## src/rtl/seq_gen_tx.sv

```systemverilog
// seq_gen_tx: serial pattern transmitter, MSB-first, with repeat count and
// optional idle gap between repetitions. Stimulus source for a 1101 detector.
module seq_gen_tx #(
  parameter int unsigned      WIDTH   = 4,
  parameter logic [WIDTH-1:0] PATTERN = 4'b1101,
  parameter int unsigned      CNT_W   = 4,
  parameter int unsigned      GAP_W   = 4
) (
  input  logic             clk,
  input  logic             reset,
  input  logic             start,
  input  logic             use_default,
  input  logic [WIDTH-1:0] pattern_in,
  input  logic [CNT_W-1:0] repeat_cnt,
  input  logic [GAP_W-1:0] gap_len,
  input  logic             abort,
  output logic             outp,
  output logic             bit_valid,
  output logic             busy,
  output logic             done
);

  localparam int unsigned BIT_W = (WIDTH > 1) ? $clog2(WIDTH) : 1;
  localparam logic [BIT_W-1:0] LAST_BIT = BIT_W'(WIDTH - 1);

  typedef enum logic [1:0] {
    S_IDLE  = 2'd0,
    S_SHIFT = 2'd1,
    S_GAP   = 2'd2,
    S_DONE  = 2'd3
  } state_t;

  state_t             state_q, state_d;
  logic [WIDTH-1:0]   shreg_q, shreg_d;
  logic [BIT_W-1:0]   bit_cnt_q, bit_cnt_d;
  logic [CNT_W-1:0]   rep_q, rep_d;
  logic [GAP_W-1:0]   gap_len_q, gap_len_d;
  logic [GAP_W-1:0]   gap_cnt_q, gap_cnt_d;
  logic               outp_q, outp_d;
  logic               bit_valid_q, bit_valid_d;
  logic               busy_q, busy_d;
  logic               done_q, done_d;

  // State, datapath and registered-output flops
  always_ff @(posedge clk or negedge reset) begin
    if (!reset) begin
      state_q     <= S_IDLE;
      shreg_q     <= '0;
      bit_cnt_q   <= '0;
      rep_q       <= '0;
      gap_len_q   <= '0;
      gap_cnt_q   <= '0;
      outp_q      <= 1'b0;
      bit_valid_q <= 1'b0;
      busy_q      <= 1'b0;
      done_q      <= 1'b0;
    end else begin
      state_q     <= state_d;
      shreg_q     <= shreg_d;
      bit_cnt_q   <= bit_cnt_d;
      rep_q       <= rep_d;
      gap_len_q   <= gap_len_d;
      gap_cnt_q   <= gap_cnt_d;
      outp_q      <= outp_d;
      bit_valid_q <= bit_valid_d;
      busy_q      <= busy_d;
      done_q      <= done_d;
    end
  end

  // Next-state and counter/shift-register update; abort overrides everything
  always_comb begin
    state_d   = state_q;
    shreg_d   = shreg_q;
    bit_cnt_d = bit_cnt_q;
    rep_d     = rep_q;
    gap_len_d = gap_len_q;
    gap_cnt_d = gap_cnt_q;

    if (abort && (state_q != S_IDLE)) begin
      state_d   = S_IDLE;
      bit_cnt_d = '0;
      rep_d     = '0;
      gap_cnt_d = '0;
    end else begin
      case (state_q)
        S_IDLE: begin
          if (start) begin
            shreg_d   = use_default ? PATTERN : pattern_in;
            rep_d     = (repeat_cnt == '0) ? CNT_W'(1) : repeat_cnt;
            gap_len_d = gap_len;
            bit_cnt_d = '0;
            gap_cnt_d = '0;
            state_d   = S_SHIFT;
          end
        end
        S_SHIFT: begin
          // Rotate so the pattern is restored after WIDTH bits
          shreg_d = {shreg_q[WIDTH-2:0], shreg_q[WIDTH-1]};
          if (bit_cnt_q == LAST_BIT) begin
            bit_cnt_d = '0;
            gap_cnt_d = '0;
            rep_d     = rep_q - CNT_W'(1);
            if (rep_q == CNT_W'(1)) begin
              state_d = S_DONE;
            end else if (gap_len_q != '0) begin
              state_d = S_GAP;
            end else begin
              state_d = S_SHIFT;
            end
          end else begin
            bit_cnt_d = bit_cnt_q + BIT_W'(1);
          end
        end
        S_GAP: begin
          if (gap_cnt_q == (gap_len_q - GAP_W'(1))) begin
            gap_cnt_d = '0;
            state_d   = S_SHIFT;
          end else begin
            gap_cnt_d = gap_cnt_q + GAP_W'(1);
          end
        end
        S_DONE: begin
          state_d = S_IDLE;
        end
        default: begin
          state_d = S_IDLE;
        end
      endcase
    end
  end

  // Output values registered one cycle behind the state; abort zeroes them at once
  always_comb begin
    outp_d      = 1'b0;
    bit_valid_d = 1'b0;
    busy_d      = 1'b0;
    done_d      = 1'b0;
    if (!abort) begin
      case (state_q)
        S_SHIFT: begin
          outp_d      = shreg_q[WIDTH-1];
          bit_valid_d = 1'b1;
          busy_d      = 1'b1;
        end
        S_GAP: begin
          busy_d = 1'b1;
        end
        S_DONE: begin
          done_d = 1'b1;
        end
        default: begin
          outp_d = 1'b0;
        end
      endcase
    end
  end

  assign outp      = outp_q;
  assign bit_valid = bit_valid_q;
  assign busy      = busy_q;
  assign done      = done_q;

endmodule

```

## config.mk

```make
export PLATFORM = sky130hd
export DESIGN_NAME = seq_gen_tx
export DESIGN_NICKNAME = d
export VERILOG_FILES = /design/src/rtl/seq_gen_tx.sv
export SDC_FILE = /design/constraint.sdc
export NUM_CORES = 1
export LEC_CHECK = 0
export ABC_AREA = 1
export CAP_MARGIN = 5
export CORE_MARGIN = 5
export CORE_UTILIZATION = 58
export DETAILED_ROUTE_END_ITERATION = 7
export GPL_ROUTABILITY_DRIVEN = 1
export GPL_TIMING_DRIVEN = 0
export HOLD_SLACK_MARGIN = 0.12
export PLACE_DENSITY = 0.84
export SLEW_MARGIN = 20
export SYNTH_ARGS = -nofsm -noshare
export SYNTH_HDL_FRONTEND = slang
export SYNTH_SLANG_ARGS = --single-unit
```

## constraint.sdc

```tcl
create_clock -name clk -period 2.7 [get_ports clk]
set_input_delay 0.405 -clock clk [delete_from_list [all_inputs] [get_ports clk]]
set_output_delay 0.405 -clock clk [all_outputs]
set_load 0.1 [all_outputs]
```

-- After elaboration in Yosys (flattened, before gate mapping)
Index checks and enable logic that the tools add are counted.
- flip-flop bits (word level): 24
- output and inout port bits: 4
- word-level logic and storage cells: 72
- add/subtract/negate cells: 4
- equality and inequality tests: 10
- muxes and demuxes: 32
- bitwise gates (word level): 1
- reductions and logical operators: 15
- operators with widths (kind ; number):
    2-to-1 mux 4 bit ; 10
    2-to-1 mux 2 bit ; 9
    one-hot mux 4 bit (2 select lines) ; 2
    AND reduction 3 bit ; 5
    one-hot mux 4 bit (3 select lines) ; 1
    != test 3 bit (second input constant) ; 3
    2-to-1 mux 1 bit ; 8
    one-hot mux 2 bit (4 select lines) ; 1
    nonzero test 4 bit ; 2
    subtractor 4 x 1 -> 4 bit (second input constant) ; 2
    equality test 2 bit (second input constant) ; 3
    adder 4 x 1 -> 4 bit (second input constant) ; 1
    equality test 4 x 1 -> 1 bit (second input constant) ; 1
    equality test 4 bit ; 1
    zero test 4 bit ; 1
    one-hot mux 2 bit (2 select lines) ; 1
    nonzero test 2 bit ; 2
    nonzero test 3 bit ; 1
    adder 2 x 1 -> 2 bit (second input constant) ; 1
    equality test 2 x 1 -> 1 bit (second input constant) ; 1
    zero test 2 bit ; 1
    != test 2 bit (second input constant) ; 1
    AND reduction 2 bit ; 1
    OR reduction 2 bit ; 1
    other kinds (2) ; 2

-- Logic depth before layout (Yosys ltp)
Gate-level depths: netlist of run 1.
- word-level depth: 6
- gate-level depth with buffers: 12
- mapped depth without buffers: 12

-- Least setup slack after synthesis of run 1
No wires, ideal clock.
- kind: register to register
- start point: register gap_len_q[0]
- end point: register state_q[0]
- library setup time: 0.117 ns
- arrival time: 1.372 ns
- data required time: 2.583 ns
- path slack: 1.212 ns
- cell stages (with the launch flop): 13
- cell sequence: dfrtp_1 inv_1 ha_1 nand2_1 inv_1 nor2_1 nand2_1 nor2_1 nand2_1 nand2_1 nand2_1 nand2_1 nand2_1
- longest elaborated chain between the ends: 6
- elaborated cells between the ends (all ways): 10
- ends and longest elaborated chain (what ; line ; text):
    start, declared ; 37 ; logic [GAP_W-1:0] gap_len_q, gap_len_d;
    start signal, assigned ; 62 ; gap_len_q <= gap_len_d;
    branches (longest 6 deep; another with subtractor 4 x 1 -> 4 bit) ; -- ;
    end signal, assigned ; 58 ; state_q <= state_d;
    end, declared ; 33 ; state_t state_q, state_d;
Parallel ways; which one is timed is not known. The select of a mux whose other input is x is not followed.
A chain may end at the register's enable or synchronous reset.

-- Worst setup path after layout of run 1
- start point: register busy_q (netlist: busy)
- end point: output port busy
- RTL lines (what ; line ; text):
    start, declared ; 41 ; logic busy_q, busy_d;
    start signal, assigned ; 66 ; busy_q <= busy_d;
    end, declared ; 19 ; output logic busy,
No word-level cell between the ends.

==> results of run 1 <==
## per-stage QoR
stage | utilization [%] | std cells | cell area, um2 | hold WS, ps | total power [mW]
floorplan | - | 187 | 1490 | 109 | 1.45
global placement | 69.4 | 236 | 1720 | 476 | 1.64
detailed placement | 69.4 | 236 | 1720 | 495 | 1.70
CTS | 70.9 | 240 | 1760 | 346 | 1.89
global route | 71.1 | 241 | 1760 | 345 | 2.04
finish | 71.1 | 241 | 1760 | 345 | 1.88
## worst register-to-register path: stages, from the launching register on
cell and delay, ps:
dfrtp_1 420, inv_1 150, ha_1 270, nand2_1 70
inv_1 50, nor2_1 80, nand2_1 60, nor2_1 130
nand2_1 60, nand2_1 180, nand2_1 110, nand2_1 70
nand2_1 50
## kinds of logic after synthesis
group | count (synthesis)
compound gates | 29
fa+ha+maj | 10
buf+inv | 31
flops | 24
mux | 1
simple gates | 92
## layer usage
layer	global-route usage, %	share of wire, %	vias to the layer above
met5	0	0	-
met4	4.64	0.81	0
met3	3.40	2.5	2
met2	33.9	53	17
met1	21.4	43	609
li1	-	-	652
## worst min-delay path by stage
stage / from / to / slack (ps) / cells after the start
after floorplan: reset / bit_cnt_q[0] / 110 / 0
after global placement: rep_q[3] / rep_q[3] / 480 / 2
after detailed placement: rep_q[3] / rep_q[3] / 500 / 2
after CTS: abort / bit_valid / 350 / 2
after global routing: abort / bit_valid / 350 / 2
final: abort / busy / 340 / 2
## repair_timing
action | in CTS | in global routing
hold buffers | 0 | 1
hold endpoints to repair | 0 | 24
buffers inserted | 0 | 0
## flip-flops by register name, summed over array words and instances, names as in the netlist
signal,flops
outp,1
gap_len_q,4
state_q,2
bit_cnt_q,2
bit_valid,1
gap_cnt_q,4
shreg_q,4
busy,1
done,1
rep_q,4
## area by class of cell
| type | count | area (um2) | area share (%) |
|---|---|---|---|
| Multi-Input combinational cell | 132 | 769 | 43.7 |
| Inverter | 28 | 105 | 5.97 |
| Tap cell | 30 | 37.5 | 2.13 |
| Buffer | 3 | 16.3 | 0.924 |
| Clock buffer | 4 | 36.3 | 2.06 |
| Timing Repair Buffer | 20 | 195 | 11.1 |
| Sequential cell | 24 | 601 | 34.1 |
## cell usage after synthesis, types with 2 or more instances
cell type / number / area [um2]
a21oi_1: 10 / 50.1
dfrtp_1: 24 / 601
ha_1: 10 / 125
inv_1: 25 / 93.8
inv_2: 3 / 11.3
nand2_1: 44 / 165
nand2_2: 2 / 12.5
nand2_4: 2 / 22.5
nand3_1: 11 / 55.1
nand3_4: 2 / 35.0
nor2_1: 20 / 75.1
nor2_4: 3 / 33.8
nor3_1: 3 / 15.0
o21ai_0: 7 / 35.0
o21ai_1: 2 / 10.0
o221ai_1: 2 / 17.5
o22ai_1: 5 / 31.3
or2_2: 2 / 12.5
## layout by cell type, fill, tap and decap left out, types with 2 or more instances in the layout
master / instances
nor2_1: 20
nand2_1: 44
buf_2: 2
o221ai_1: 2
o21ai_1: 2
dfrtp_1: 24
a21oi_1: 10
o22ai_1: 5
clkdlybuf4s50_1: 18
nor2_4: 3
nor3_1: 3
inv_1: 25
inv_2: 3
nand2_4: 2
o21ai_0: 7
nand2_2: 2
clkbuf_4: 3
ha_1: 10
or2_2: 2
nand3_1: 11
nand3_4: 2
## report_power, final
group          switching [mW]  internal, mW
sequential             0.0995         0.499
clock                   0.107        0.0824
combinational           0.722         0.374
total                   0.929         0.955
==> metrics.cfg, run 1 <==
[run_status]
status=finished, final reports clean

[power]
peakVddDrop_mv=0.856
power_density_nw_per_um2=1070
p_leak_nw=0.873

[final_layout]
post_route_cells_drive_above_1_share_pct=11.8
antennaDiodeCount=0
area_growth_pct=18.0
nets=239
fillers=200

[worst_setup_path]
cp_slowest_cell=clkdlybuf4s50_1
path_cells=clkdlybuf4s50_1
critPathMaxFanout=1
max_stage_delay_ps=1130
crit_required_ps=2300
endpoint_kind=primary output
r2r_slack_ps=900
crit_type=reg2out
cp.depth=1
critical_path.endpoint=busy
r2r-start=gap_len_q[0]
worstSetupStartpointType=register
reg2regPathDepth=12
crit_start=busy
r2r_end=state_q[1]
worst_ep_arrival_time_ps=1800
crit_family=buffers and inverters
cp_num_buf_inv=1

[grt]
grt_max_degree=25
grt_pass1_vias=1299
grt_usage_pct=18.2
antenna_found_initial=0
grt_pass1_wl_um=5120
overflow=0

[timing]
period_minus_slack_ps=2210
fin_setup_tns_ps=0
max_freq_mhz=453
worstMarginPinSlew_ps=968
rsz0062_at_grt=false
finalHoldViolCount=0
layout_setup_ws_ps=494
fin_skew_ps=9.47
fin_crit_sh_pct=81.7
maxSlewHeadroom_pct=35.2
slew_violations=0
final-setup-viol-count=0

[logic_synthesis]
syn_area_per_cell_um2=7.98
ys_warn_count=0
synth_async_sr_flop_share_pct=100
ys_ff_latch=24
ys_seq_area_share_pct=40.3
netlist_area_um2=1490
netlist_instances=187
muxShareOfSynthArea_pct=0.755
synth_top_family_by_area=simple AND/OR/NAND/NOR gates
synthXorXnorAreaFrac_pct=0
synth_edf_count=0
syn-num-nets=214
synth_flop_cell=dfrtp_1
yosys.area_share.simple_pct=30.8
yosys.area_share.adder_pct=8.39
synth_compound_area_share_pct=11.7
yosysUniqueCellTypes=28

[placed_design]
io_buffers=19
dpl.hpwl_um=2440
place_congestion=0.873
place_ws_ps=857

[routing]
firstDrtPassIters=4
finalWirelength_um=3070
drc=0
drt-initial-drc-count=50
postRouteAntennaNets=0
wl_per_cell_um=12.7
vias=1280
avgViaCountPerCell=5.31

[run]
maxCapViolCount=0

[clock_tree]
cts-buffers-inserted=3
path_clk_slew_ps=140
clkLatencyLatePin_ps=310
cts_sinks=24
cts-root-buf=clkbuf_4
cts_tree=built
postCtsResizedCells=0
clock_path_buffers=2
ctsHtreeMaxLevel=1

[die]
start_util_pct=60.2
coreArea_um2=2480
ios=21
die_y_um=60.7
die_w_um=60.7
dieArea_um2=3690
rows=18

[min_path]
hold_path_class=in2reg

Note: power is estimated with default switching activity, not from simulation.
==> run 2: changes to the inputs <==
CORE_UTILIZATION = 49   (was 58)
PLACE_DENSITY = 0.76   (was 0.84)
clock period = 1.9 ns   (was 2.7 ns; I/O delays follow)
==> run 2 against run 1 <==
Effect of this change:
- routed wire length down 7.3%
- design area up 0.14%
- total power up 40%
- global-route usage is 2.5 points lower
- sequential power up 40%
- sequential cell count did not move
- die area increased by 15%
- via count fell by 4.3%
- clock-buffer cell count unchanged
- clock power up 45%
==> metrics.cfg, run 2 (synthesized netlist as in run 1, its figures left out) <==
[run_status]
status=finished, final reports clean

[final_layout]
fillers=278
final_area_um2=1760
final_cell_mix=nand2_1, inv_1, dfrtp_1, nor2_1, clkdlybuf4s50_1
layout_commonest_cell=nand2_1
area_growth_pct=18.2
multi_input_area_um2=772
antennaDiodeCount=0
nets=239
post_route_cells_drive_above_1_share_pct=12.3
final-seq-area_um2=601
finalNonFillerCells=244

[min_path]
hold_depth=2
timing.hold.worst.start=abort
holdPathEnd=bit_valid
hold_path_class=in2reg

[clock_tree]
cts-buffers-inserted=3
cts_sinks=24
cts-root-buf=clkbuf_4
path_clk_slew_ps=130
clock_path_buffers=2
ctsHtreeMaxLevel=1
cts_tree=built
clkLatencyLatePin_ps=320

[power]
switching_share_pct=49.0
comb_power_share_pct=57.9
switching_power_mw=1.29
internal_power_mw=1.34
pwr-share-clk_pct=10.4
peakVddDrop_mv=0.816
power_density_nw_per_um2=1500
seq_power_share_pct=31.7
p_leak_nw=0.887

[timing]
slew_violations=0
worstMarginPinSlew_ps=954
maxSlewHeadroom_pct=36.6
fin_skew_ps=5.01
finalHoldWorstSlack_ps=218
period_minus_slack_ps=1820
rsz0062_at_grt=false
layout_setup_ws_ps=81.9
finalHoldViolCount=0
final-setup-viol-count=0
max_freq_mhz=550
fin_setup_tns_ps=0
fin_crit_sh_pct=95.7

[die]
dieArea_um2=4250
die_y_um=65.2
die_w_um=65.2
rows=20
coreArea_um2=2980
start_util_pct=50.1
ios=21

[worst_setup_path]
worstSetupStartpointType=register
max_stage_delay_ps=850
r2r_slack_ps=230
crit_type=reg2out
critPathMaxFanout=1
reg2regPathDepth=9
r2r-start=state_q[0]
worst_ep_arrival_time_ps=1530
crit_family=buffers and inverters
cp_slowest_cell=dlygate4sd2_1
crit_required_ps=1620
r2r_end=rep_q[3]
cp_num_buf_inv=1
endpoint_kind=primary output
path_cells=dlygate4sd2_1

[routing]
drc=0
wl_per_cell_um=11.7
drt-initial-drc-count=47
vias=1225
finalWirelength_um=2850
postRouteAntennaNets=0
firstDrtPassIters=6
avgViaCountPerCell=5.02

[placed_design]
place_congestion=0.793
dpl.hpwl_um=2200
place_ws_ps=175
io_buffers=19
dp_cells=239
place_area_um2=1720

[grt]
antenna_found_initial=0
grt_max_degree=25
grt_pass1_vias=1252
grt_pass1_wl_um=5260
overflow=0
grt_usage_pct=15.7

[run]
maxCapViolCount=0

-- run 2: area by class of cell --
cell class                 count  area share, %
multi-input combinational    132           43.8
sequential                    24           34.1
timing repair buffer          20           10.9
inverter                      28           5.96
tap                           33           2.34
clock buffer                   4           2.06
buffer                         3          0.923
-- run 2: metal layers --
layer  wire length (um)  global-route usage, %  part of all wire [%]
met5                  0                      0                     0
met1               1280                   19.8                    45
met3                 94                   2.22                   3.3
met2               1440                   27.7                    51
met4                 33                   4.66                   1.2
-- run 2: worst max path at each step --
stage	from	end	slack, ps	cells after the start
finish	outp	outp	80	1
global route	state_q[0]	gap_cnt_q[3]	5	9
CTS	bit_valid	bit_valid	60	1
detailed placement	bit_valid	bit_valid	170	1
global placement	bit_valid	bit_valid	150	1
floorplan	gap_len_q[0]	state_q[0]	410	12
-- run 2: power by group through the flow --
stage / registers, mW / clock network [mW] / logic, mW
after floorplan: 0.984 / 0 / 1.08
after global placement: 0.844 / 0 / 1.52
after detailed placement: 0.844 / 0 / 1.54
after CTS: 0.836 / 0.283 / 1.54
after global routing: 0.871 / 0.306 / 1.75
final: 0.836 / 0.275 / 1.53
-- run 2: timing repair --
item / in CTS / in global routing
buffers inserted: 0 / 0
resized for setup: 4 / 2
setup endpoints to repair: 4 / 3
hold endpoints to repair: 0 / 24
pin swaps: 0 / 0
hold buffers: 0 / 1
-- run 2: through the flow --
step | power (mW) | util, %
finish | 2.64 | 59.2
floorplan | 2.06 | -
detailed placement | 2.39 | 57.9
global placement | 2.36 | 57.9
global route | 2.93 | 59.2
CTS | 2.66 | 58.9
==> run 3: changes to the inputs <==
PLACE_DENSITY = 0.81   (was 0.76)
==> run 3 against run 2 <==
Effect of this change:
- sequential share of layout area fell by 0.29 points
- largest power group unchanged
- clock skew rose by 2.3 ps
- clock-buffer cell count fell by 1
- clock power rose by 36%
- critical endpoint unchanged
- sequential cell count did not move
==> metrics.cfg, run 3 (synthesized netlist as in run 1, its figures left out) <==
[grt]
gr-usage-met2_pct=23.5
use_met3_pct=2.05
antenna_found_initial=0
busiest_layer=met2
grt_pass1_wl_um=4810
grt_usage_pct=14.3
grt_max_degree=25
grt_util_met1_pct=19.5
grt_pass1_vias=1139
overflow=0

[clock_tree]
ctsHtreeMaxLevel=1
clock_path_buffers=2
clkLatencyLatePin_ps=320
cts-root-buf=clkbuf_4
cts_setup_buffers=0
cts_tree=built
cts-buffers-inserted=3
path_clk_slew_ps=140
cts_sinks=24

[die]
die_w_um=65.2
dieArea_um2=4250
ios=21
start_util_pct=50.1
coreArea_um2=2980
die_y_um=65.2
rows=20

[routing]
vias=1268
firstDrtPassIters=4
postRouteAntennaNets=0
drc=0
wl_per_cell_um=11.2
avgViaCountPerCell=5.20
finalWirelength_um=2740
drt-initial-drc-count=25

[worst_setup_path]
crit_type=reg2out
worst_ep_arrival_time_ps=1510
critPathMaxFanout=1
cp_slowest_cell=dlygate4sd2_1
worstSetupStartpointType=register
crit_required_ps=1620
path_cells=dlygate4sd2_1
endpoint_kind=primary output
cp_num_buf_inv=1
max_stage_delay_ps=850
crit_family=buffers and inverters

[final_layout]
layout_commonest_cell=nand2_1
final_cell_mix=nand2_1, inv_1, dfrtp_1, nor2_1, clkdlybuf4s50_1
area_growth_pct=19.2
post_route_cells_drive_above_1_share_pct=12.3
fillers=271
antennaDiodeCount=0
utilization_pct=59.7
nets=239

[power]
power_density_nw_per_um2=1530
internal_power_mw=1.44
peakVddDrop_mv=0.734
seq_power_share_pct=30.4
switching_power_mw=1.29
switching_share_pct=47.3
pwr-share-clk_pct=13.7
p_leak_nw=0.896
comb_power_share_pct=55.9
p_total_mw=2.72

[placed_design]
dpl.hpwl_um=2130
place_congestion=0.829
io_buffers=19

[min_path]
hold_path_class=in2reg

[timing]
max_freq_mhz=556
worstMarginPinSlew_ps=957
slew_violations=0
finalHoldViolCount=0
fin_setup_tns_ps=0
maxSlewHeadroom_pct=36.4
fin_skew_ps=7.31
period_minus_slack_ps=1800
final-setup-viol-count=0
rsz0062_at_grt=false
fin_crit_sh_pct=94.6

[run_status]
status=finished, final reports clean

[run]
maxCapViolCount=0

run 3: worst register-to-register path: stages (launching register included):
cell     delay (ps)
dfrtp_1         430
inv_1            80
ha_1            290
inv_2           160
nor2_4           50
inv_1           120
nand2_1         130
nor2_4          160
nand2_2         100
o21ai_1         130
run 3: final cells by class:
class / count / area, um2 / share of cell area, %
plain buffers: 3 / 16.3 / 0.915
clock buffers: 3 / 22.5 / 1.27
clock inverters: 1 / 30.0 / 1.69
inverters: 28 / 105 / 5.91
multi-input cells: 132 / 772 / 43.4
flip-flops and latches: 24 / 601 / 33.8
well taps: 33 / 41.3 / 2.32
repair buffers: 20 / 190 / 10.7
run 3: worst paths after layout:
check / start / cells after the start / slack (ps) / end
worst max-delay path: outp / 1 / 100 / outp
worst min-delay path: abort / 2 / 220 / bit_valid
worst min register to register: rep_q[3] / 2 / 500 / rep_q[3]
max in group asynchronous: reset / 2 / 1080 / gap_cnt_q[1]
worst max register to register: state_q[0] / 9 / 190 / rep_q[3]
min in group asynchronous: reset / 2 / 460 / bit_cnt_q[1]
run 3: power by group through the flow:
stage	sequential, mW	combinational [mW]	clock (mW)
after floorplan	0.984	1.08	0
after global placement	0.840	1.51	0
after detailed placement	0.842	1.54	0
after CTS	0.828	1.53	0.384
after global routing	0.856	1.73	0.405
final	0.827	1.52	0.373
run 3: metrics by stage:
step	hold slack, ps	setup slack [ps]	std cells	cell area (um2)
final	224	103	244	1780
after global routing	200	26.7	244	1780
after CTS	212	86.5	243	1770
after detailed placement	477	186	239	1720
after global placement	477	185	239	1720
after floorplan	-10.6	412	187	1490
run 3: timing repair:
item | 4_1_cts | 5_1_grt
resized for setup | 4 | 1
setup endpoints to repair | 4 | 2
hold buffers | 0 | 1
endpoints found under the hold margin | 0 | 24
pin swaps | 0 | 0
run 3: per-layer routing:
metal	up-vias	routed length, um
li1	654	-
met5	-	0
met2	16	1310
met1	593	1310
met3	5	83
met4	0	31
